`config.mk`:
```
export PLATFORM = sky130hd
export DESIGN_NAME = uart_rx_sync_flat
export DESIGN_NICKNAME = d
export VERILOG_FILES = /design/src/rtl/uart_rx_sync_if.sv /design/src/rtl/uart_rx_sync.sv /design/src/flat_wrapper.sv
export SDC_FILE = /design/constraint.sdc
export NUM_CORES = 1
export LEC_CHECK = 0
export BUFFER_PORTS_ARGS = -buffer_cell sky130_fd_sc_hd__buf_2
export CAP_MARGIN = 20
export CORE_MARGIN = 2
export CORE_UTILIZATION = 30
export CTS_BUF_LIST = sky130_fd_sc_hd__clkbuf_8
export CTS_CLUSTER_SIZE = 12
export DETAILED_ROUTE_END_ITERATION = 7
export PLACE_DENSITY_LB_ADDON = 0.2
export SKIP_LAST_GASP = 1
export SLEW_MARGIN = 10
export SYNTH_ARGS = -nofsm -noshare
export SYNTH_HDL_FRONTEND = slang
export SYNTH_SLANG_ARGS = --single-unit
```
`constraint.sdc`:
```
create_clock -name clk -period 4.5 [get_ports clk]
set_clock_uncertainty 0.05 [all_clocks]
set_input_delay 0.675 -clock clk [delete_from_list [all_inputs] [get_ports clk]]
set_output_delay 0.675 -clock clk [all_outputs]
set_load 0.02 [all_outputs]
```
`src/rtl/uart_rx_sync_if.sv`:
```
// Bundle of the serial line, consumer acknowledge and received-byte/flag outputs
// between the UART receiver and the command layer.
interface uart_rx_sync_if #(
  parameter int unsigned DATA_W = 8
);
  logic              serial_rx;
  logic              clear_interrupt;
  logic [DATA_W-1:0] uart_data;
  logic              rx_interrupt;
  logic              framing_error;
  logic              overrun;

  // Receiver side
  modport slave (
    input  serial_rx,
    input  clear_interrupt,
    output uart_data,
    output rx_interrupt,
    output framing_error,
    output overrun
  );

  // Line driver / consumer side
  modport master (
    output serial_rx,
    output clear_interrupt,
    input  uart_data,
    input  rx_interrupt,
    input  framing_error,
    input  overrun
  );
endinterface

```
`src/rtl/uart_rx_sync.sv`:
```
// 8N1 UART receiver with a 2-flop input synchroniser and sticky rx_interrupt,
// framing_error and overrun flags acknowledged by clear_interrupt.
module uart_rx_sync #(
  parameter int unsigned CLK_FREQ  = 50_000_000,
  parameter int unsigned BAUD_RATE = 115200,
  parameter int unsigned DATA_W    = 8
) (
  input logic          clk,
  input logic          rst,
  uart_rx_sync_if.slave bus
);

  localparam int unsigned CLKS_PER_BIT = CLK_FREQ / BAUD_RATE;
  localparam int unsigned HALF_BIT     = CLKS_PER_BIT / 2;
  localparam int unsigned BAUD_W       = $clog2(CLKS_PER_BIT);
  localparam int unsigned IDX_W        = (DATA_W > 1) ? $clog2(DATA_W) : 1;

  localparam logic [BAUD_W-1:0] BAUD_LAST = BAUD_W'(CLKS_PER_BIT - 1);
  localparam logic [BAUD_W-1:0] HALF_LAST = BAUD_W'(HALF_BIT - 1);
  localparam logic [IDX_W-1:0]  IDX_LAST  = IDX_W'(DATA_W - 1);

  typedef enum logic [1:0] {
    IDLE,
    START,
    DATA,
    STOP
  } state_e;

  state_e state_q, state_d;

  logic sync1_q, sync1_d;
  logic sync2_q, sync2_d;
  logic rx_prev_q, rx_prev_d;

  logic [BAUD_W-1:0] baud_q, baud_d;
  logic [IDX_W-1:0]  idx_q, idx_d;
  logic [DATA_W-1:0] shift_q, shift_d;
  logic [DATA_W-1:0] data_q, data_d;
  logic              rx_int_q, rx_int_d;
  logic              fe_q, fe_d;
  logic              ovr_q, ovr_d;

  logic rx_s;
  logic fall_edge;
  logic baud_done;
  logic half_done;
  logic stop_ok;
  logic stop_bad;

  assign rx_s      = sync2_q;
  assign fall_edge = rx_prev_q & ~rx_s;
  assign baud_done = (baud_q == BAUD_LAST);
  assign half_done = (baud_q == HALF_LAST);

  // State register
  always_ff @(posedge clk) begin
    if (rst) begin
      state_q <= IDLE;
    end else begin
      state_q <= state_d;
    end
  end

  // Next-state logic
  always_comb begin
    state_d = state_q;
    unique case (state_q)
      IDLE: begin
        if (fall_edge) begin
          state_d = START;
        end
      end
      START: begin
        // A line that is high again at mid-bit was a glitch, not a start bit
        if (half_done) begin
          state_d = rx_s ? IDLE : DATA;
        end
      end
      DATA: begin
        if (baud_done && (idx_q == IDX_LAST)) begin
          state_d = STOP;
        end
      end
      STOP: begin
        if (baud_done) begin
          state_d = IDLE;
        end
      end
      default: state_d = IDLE;
    endcase
  end

  // Datapath and flag logic
  always_comb begin
    sync1_d   = bus.serial_rx;
    sync2_d   = sync1_q;
    rx_prev_d = rx_s;
    baud_d    = baud_q + 1'b1;
    idx_d     = idx_q;
    shift_d   = shift_q;
    stop_ok   = 1'b0;
    stop_bad  = 1'b0;

    unique case (state_q)
      IDLE: begin
        baud_d = '0;
        idx_d  = '0;
      end
      START: begin
        if (half_done) begin
          baud_d = '0;
          idx_d  = '0;
        end
      end
      DATA: begin
        if (baud_done) begin
          baud_d  = '0;
          shift_d = {rx_s, shift_q[DATA_W-1:1]};
          idx_d   = idx_q + 1'b1;
        end
      end
      STOP: begin
        if (baud_done) begin
          baud_d   = '0;
          stop_ok  = rx_s;
          stop_bad = ~rx_s;
        end
      end
      default: begin
        baud_d = '0;
        idx_d  = '0;
      end
    endcase

    data_d = stop_ok ? shift_q : data_q;

    // Completion beats a coincident acknowledge; an acknowledged byte is not an overrun
    rx_int_d = rx_int_q;
    fe_d     = fe_q;
    ovr_d    = ovr_q;
    if (bus.clear_interrupt) begin
      rx_int_d = 1'b0;
      fe_d     = 1'b0;
      ovr_d    = 1'b0;
    end
    if (stop_ok) begin
      rx_int_d = 1'b1;
    end
    if (stop_ok && rx_int_q && !bus.clear_interrupt) begin
      ovr_d = 1'b1;
    end
    if (stop_bad) begin
      fe_d = 1'b1;
    end
  end

  always_ff @(posedge clk) begin
    if (rst) begin
      sync1_q   <= 1'b1;
      sync2_q   <= 1'b1;
      rx_prev_q <= 1'b1;
      baud_q    <= '0;
      idx_q     <= '0;
      shift_q   <= '0;
      data_q    <= '0;
      rx_int_q  <= 1'b0;
      fe_q      <= 1'b0;
      ovr_q     <= 1'b0;
    end else begin
      sync1_q   <= sync1_d;
      sync2_q   <= sync2_d;
      rx_prev_q <= rx_prev_d;
      baud_q    <= baud_d;
      idx_q     <= idx_d;
      shift_q   <= shift_d;
      data_q    <= data_d;
      rx_int_q  <= rx_int_d;
      fe_q      <= fe_d;
      ovr_q     <= ovr_d;
    end
  end

  assign bus.uart_data     = data_q;
  assign bus.rx_interrupt  = rx_int_q;
  assign bus.framing_error = fe_q;
  assign bus.overrun       = ovr_q;

endmodule

```
`src/flat_wrapper.sv`:
```
// flat-port wrapper written by rule: the top's interface ports become plain ports
module uart_rx_sync_flat 
#(
  parameter int unsigned CLK_FREQ  = 50_000_000,
  parameter int unsigned BAUD_RATE = 115200,
  parameter int unsigned DATA_W    = 8
)
  (clk, rst, bus_serial_rx, bus_clear_interrupt, bus_uart_data, bus_rx_interrupt, bus_framing_error, bus_overrun);
  uart_rx_sync_if #(.DATA_W(DATA_W)) bus_i ();
  input logic clk;
  input logic rst;
  input wire logic [$bits(bus_i.serial_rx)-1:0] bus_serial_rx;
  input wire logic [$bits(bus_i.clear_interrupt)-1:0] bus_clear_interrupt;
  output wire logic [$bits(bus_i.uart_data)-1:0] bus_uart_data;
  output wire logic [$bits(bus_i.rx_interrupt)-1:0] bus_rx_interrupt;
  output wire logic [$bits(bus_i.framing_error)-1:0] bus_framing_error;
  output wire logic [$bits(bus_i.overrun)-1:0] bus_overrun;
  assign bus_i.serial_rx = bus_serial_rx;
  assign bus_i.clear_interrupt = bus_clear_interrupt;
  assign bus_uart_data = bus_i.uart_data;
  assign bus_rx_interrupt = bus_i.rx_interrupt;
  assign bus_framing_error = bus_i.framing_error;
  assign bus_overrun = bus_i.overrun;
  uart_rx_sync #(.CLK_FREQ(CLK_FREQ), .BAUD_RATE(BAUD_RATE), .DATA_W(DATA_W)) u_core (.clk(clk), .rst(rst), .bus(bus_i));
endmodule
```
* Word-level counts from Yosys, hierarchy flattened
Index checks and enable logic that the tools add are counted.
** Cells by class
- Add/sub/neg operators :: 2
- $mul :: 0
- Div/mod/pow operators :: 0
- Magnitude comparators :: 0
- Equality and inequality tests :: 11
- Shifts and indexed selects :: 0
- Multiplexer cells :: 20
- Bitwise logic cells :: 2
- Reductions and logical operators :: 13
** Operators with widths (count)
- $pmux 9 s3 :: 1
- $mux 9 :: 2
- $mux 2 :: 5
- $ne 2x1->1 const B :: 5
- $add 9x1->9 const B :: 1
- $eq 9x8->1 const B :: 1
- $eq 9x9->1 const B :: 1
- $pmux 3 s3 :: 1
- $mux 1 :: 8
- $pmux 2 s4 :: 1
- $mux 3 :: 2
- $reduce_bool 2->1 :: 3
- $eq 2x2->1 const B :: 2
- $reduce_and 4->1 :: 1
- $add 3x1->3 const B :: 1
- $eq 3x3->1 const B :: 1
- $logic_and 1x1->1 :: 3
- $reduce_and 3->1 :: 1
- $reduce_bool 3->1 :: 1
- $eq 2x1->1 const B :: 1
- $logic_not 2->1 :: 1
- $reduce_and 2->1 :: 1
- $reduce_or 2->1 :: 1
- $and 1x1->1 :: 1
- 2 further kinds :: 2
** Storage, ports and cells
- Register bits after elaboration :: 36
- Bits in latches :: 0
- Bits in writable memories :: 0
- Memory bits (read-only) :: 0
- Input bits :: 4
- Output and inout port bits :: 11
- Word-level logic and storage cells :: 59
- Memories :: 0

* Longest topological paths before layout
- Word-level depth :: 6
- Mapped depth :: 7

* Least setup slack after synthesis
No wires, ideal clock.
- Kind :: register -> register
- From :: reg u_core.baud_q[0]
- To :: reg u_core.shift_q[3]
- Setup time :: 0.128 ns
- Arrival time :: 1.431 ns
- Data required time :: 4.322 ns
- Path slack :: 2.891 ns
- Stages on the path, launching flop included :: 7
- Clock period less this slack :: 1.609 ns
- Cell sequence :: dfxtp_1 > ha_1 > nand4bb_4 > nor4_4 > buf_4 > mux2i_1 > nor2_1
** On the way
- Longest elaborated chain between the ends :: 2
** Ends and longest elaborated chain
- start: declaration :: RTL line uart_rx_sync.sv:35 : logic [BAUD_W-1:0] baud_q, baud_d;
- start signal: assignment :: RTL line uart_rx_sync.sv:173 : baud_q <= baud_d;
- $eq 9x9->1 :: RTL line uart_rx_sync.sv:52 : assign baud_done = (baud_q == BAUD_LAST);
- $reduce_and 2->1 (no source line)
- end signal: assignment :: RTL line uart_rx_sync.sv:175 : shift_q <= shift_d;
- end: declaration :: RTL line uart_rx_sync.sv:37 : logic [DATA_W-1:0] shift_q, shift_d;
No other way between the ends.
A chain may end at the register's enable or synchronous reset.

* Final worst setup path
- From :: reg u_core.baud_q[0]
- To :: reg u_core.data_q[6], in the netlist u_core.bus.uart_data[6]
** On the way
- Longest elaborated chain between the ends :: 3
** Ends and longest elaborated chain
- $eq 9x9->1 :: RTL line uart_rx_sync.sv:52
- $mux 1 :: RTL line uart_rx_sync.sv:123 : if (baud_done) begin
- $mux 1 :: RTL line uart_rx_sync.sv:104 : unique case (state_q)
- end signal: assignment :: RTL line uart_rx_sync.sv:176 : data_q <= data_d;
- end: declaration :: RTL line uart_rx_sync.sv:38 : logic [DATA_W-1:0] data_q, data_d;
No other way between the ends.

==> summary.md <==
| Metric | Value |
|---|---|
| Share of layout cells above drive strength 1 | `18.9%` |
| Routed vias | `1066` |
| Initial antenna violation count | `0` |
| Initial core utilization | `31.7%` |
| Crit path from | `u_core.baud_q[0]$_SDFF_PP0_` |
| CP max FO | `10` |
| Post-Syn Area | `0.00153 mm2` |
| Overall power | `0.566 mW` |
| Worst vdd ir | `0.000176 V` |
| Final Slew Violations | `0` |
| Period utilization | `47.9%` |
| DR vias/cell | `4.52` |
| Worst endpoint required time | `4.61 ns` |
| Port Buffers | `14` |
| CTS Hold Buffers Added | `0` |
| Iteration-0 DRC Markers | `38` |
| Avg Cell Area, Syn | `9.92 um2` |
| Clk pin slew, worst setup/hold paths | `0.07 ns` |
| Final setup viols | `0` |
| Residual DRC | `0` |
| Fmax | `464 MHz` |
| Outcome | `completed` |
| Nets | `177` |
| Final Cell Area | `0.00174 mm2` |
| Async SR Flop Fraction | `0%` |
| Worst hold-check path type | `reg2reg` |
| Core ar. | `0.00482 mm2` |
| Final Hold Viols | `0` |
| Die width | `75.4 um` |
| Seq/Total Area, Yosys | `47.2%` |
| GRT overflow | `0` |
| DP HPWL | `1970 um` |
| H-tree depth | `2` |
| Gpl congestion | `0.712` |
| Arrival @ worst endpoint | `2.27 ns` |
| Post-cts sizing count | `0` |
| Hold Startpoint | `u_core.sync1_q$_SDFF_PP1_` |
| Post-route ant nets | `0` |
| Final WL | `2810 um` |
| Fin crit period | `2.16 ns` |
| Unrepaired setup endpoints after global routing | `false` |
| Vias in the first global route | `1026` |
| Cts bufs inserted | `5` |
| Pwr Density | `325 mW/mm2` |
| Initial DRT Pass Iterations | `4` |
| Max-cap violations | `0` |
| Root buf cell | `clkbuf_8` |
| Synth cell types | `31` |
| Worst-margin pin slew | `0.928 ns` |
| Slew Limit Headroom | `37.8%` |
| Worst skew pair latency | `0.29 ns` |
| Cells after Synth | `154` |
| # diodes | `0` |
| First-pass GRT wire length | `4850 um` |
| CP endpoint kind | `register` |
| Leak Pwr | `0.632 nW` |
| Number of synthesized flops with an enable pin | `0` |
| Crit Path Category | `reg2reg` |
| YS warnings | `0` |
| I/O pin count | `15` |
| All-Layer GR Usage | `11.6%` |
| Die area | `0.00568 mm2` |
| Clock sink total | `36` |
| Largest net degree at the start of global routing | `29` |
| Setup TNS | `0 ns` |
| DR WL/cell | `11.9 um` |
| FF-to-FF Start | `u_core.baud_q[0]$_SDFF_PP0_` |
| Yosys reg bits | `36` |
| Clock Tree Buf Depth | `2` |
| Top FF cell, synth | `dfxtp_1` |
| Setup bufs post-CTS | `0` |
| Placed Area | `0.00165 mm2` |
| Die Y | `75.4 um` |
| Area Growth Syn to Fin | `14.2%` |
| Worst setup SP type | `register` |
| CTS tree | `yes` |
| Syn_nets | `163` |
| # rows | `25` |
[final timing paths]
path | to | slack (ns) | cells after the start
max | u_core.bus.uart_data[6]$_SDFFE_PP0P_ | 2.34 | 5
min | u_core.rx_prev_d$_SDFF_PP1_ | 0.37 | 1
max reg2reg | u_core.bus.uart_data[6]$_SDFFE_PP0P_ | 2.34 | 5
min reg2reg | u_core.rx_prev_d$_SDFF_PP1_ | 0.37 | 1
[cells in the mapped netlist, types with 2 or more instances]
library cell | instances | area [um2]
nand3_1 | 4 | 20.0
nand2_1 | 5 | 18.8
clkbuf_1 | 3 | 11.3
nor3_1 | 4 | 20.0
xnor2_1 | 4 | 35.0
or3_1 | 2 | 12.5
dfxtp_1 | 36 | 721
clkbuf_2 | 2 | 10.0
or2_2 | 3 | 18.8
o31ai_1 | 3 | 22.5
ha_1 | 5 | 62.6
mux2i_1 | 16 | 160
nor2_1 | 32 | 120
nand4_1 | 2 | 12.5
inv_1 | 7 | 26.3
xor2_1 | 3 | 26.3
a21oi_1 | 8 | 40.0
buf_4 | 2 | 15.0
[state kept, by name (all words and copies together) (netlist names), named ones only]
name and cells:
u_core.baud_q 9, u_core.state_q 1, u_core.idx_q 3, u_core.bus.uart_data 8, u_core.sync1_q 1, u_core.bus.framing_error 1
u_core.bus.overrun 1, u_core.shift_q 8, u_core.rx_prev_q 1, u_core.bus.rx_interrupt 1, u_core.rx_prev_d 1
[per-layer routing]
layer	share of wire (%)	wire length, um	track usage, %	up-vias
met3	3.2	90	3.57	6
met2	48	1350	19.1	14
li1	-	-	-	547
met5	0	0	0	-
met4	2.1	59	5.85	0
met1	47	1310	13.7	499
[critical path, cell delays in order, from the launching register on]
cell       delay, ns
dfxtp_1         0.43
ha_1            0.23
nand4bb_4       0.18
nor3_2          0.80
mux2i_1         0.28
nor2_1          0.06
[metrics by stage]
step | util, % | hold slack, ns | setup WS [ns] | instances
floorplan | - | 0.339 | 2.89 | 154
global placement | 34.3 | 0.355 | 2.40 | 228
detailed placement | 34.3 | 0.357 | 2.31 | 228
CTS | 36.2 | 0.376 | 2.29 | 236
global route | 36.2 | 0.391 | 2.13 | 236
finish | 36.2 | 0.367 | 2.34 | 236
[cells in the final DEF, fill, tap and decap left out, types with 2 or more instances in the layout]
cell | synthesis | layout
nor2_1 | 32 | 32
nand4_1 | 2 | 2
ha_1 | 5 | 5
nand3_1 | 4 | 4
xor2_1 | 3 | 3
a21oi_1 | 8 | 8
or3_1 | 2 | 2
buf_2 | 0 | 14
clkbuf_8 | 0 | 6
mux2i_1 | 16 | 16
nor3_1 | 4 | 3
or2_2 | 3 | 3
inv_1 | 7 | 8
dfxtp_1 | 36 | 36
xnor2_1 | 4 | 4
nand2_1 | 5 | 5
o31ai_1 | 3 | 3
[cell families after synthesis]
logic type,share of synthesized area (%)
and+or+nand+nor,21.5
DFF,47.2
AOI/OAI and AO/OA,8.60
muxes,10.5
buffers and inverters,4.10
xor gates and xnor gates,4.01
adders and majority gates,4.10
[final cells by class]
| type | count | area, um2 |
|---|---|---|
| Clock inverter | 2 | 11.3 |
| Multi-Input combinational cell | 104 | 749 |
| Tap cell | 67 | 83.8 |
| Timing Repair Buffer | 14 | 70.1 |
| Clock buffer | 6 | 82.6 |
| Inverter | 7 | 26.3 |
| Fill cell | 508 | 3070 |
| Sequential cell | 36 | 721 |
[report_power, final]
part	internal (mW)	switching, mW
clock	0.122	0.115
sequential	0.320	0.00133
combinational	0.00265	0.00551
total	0.444	0.122
No activity file was read; power rests on OpenSTA's default activity.
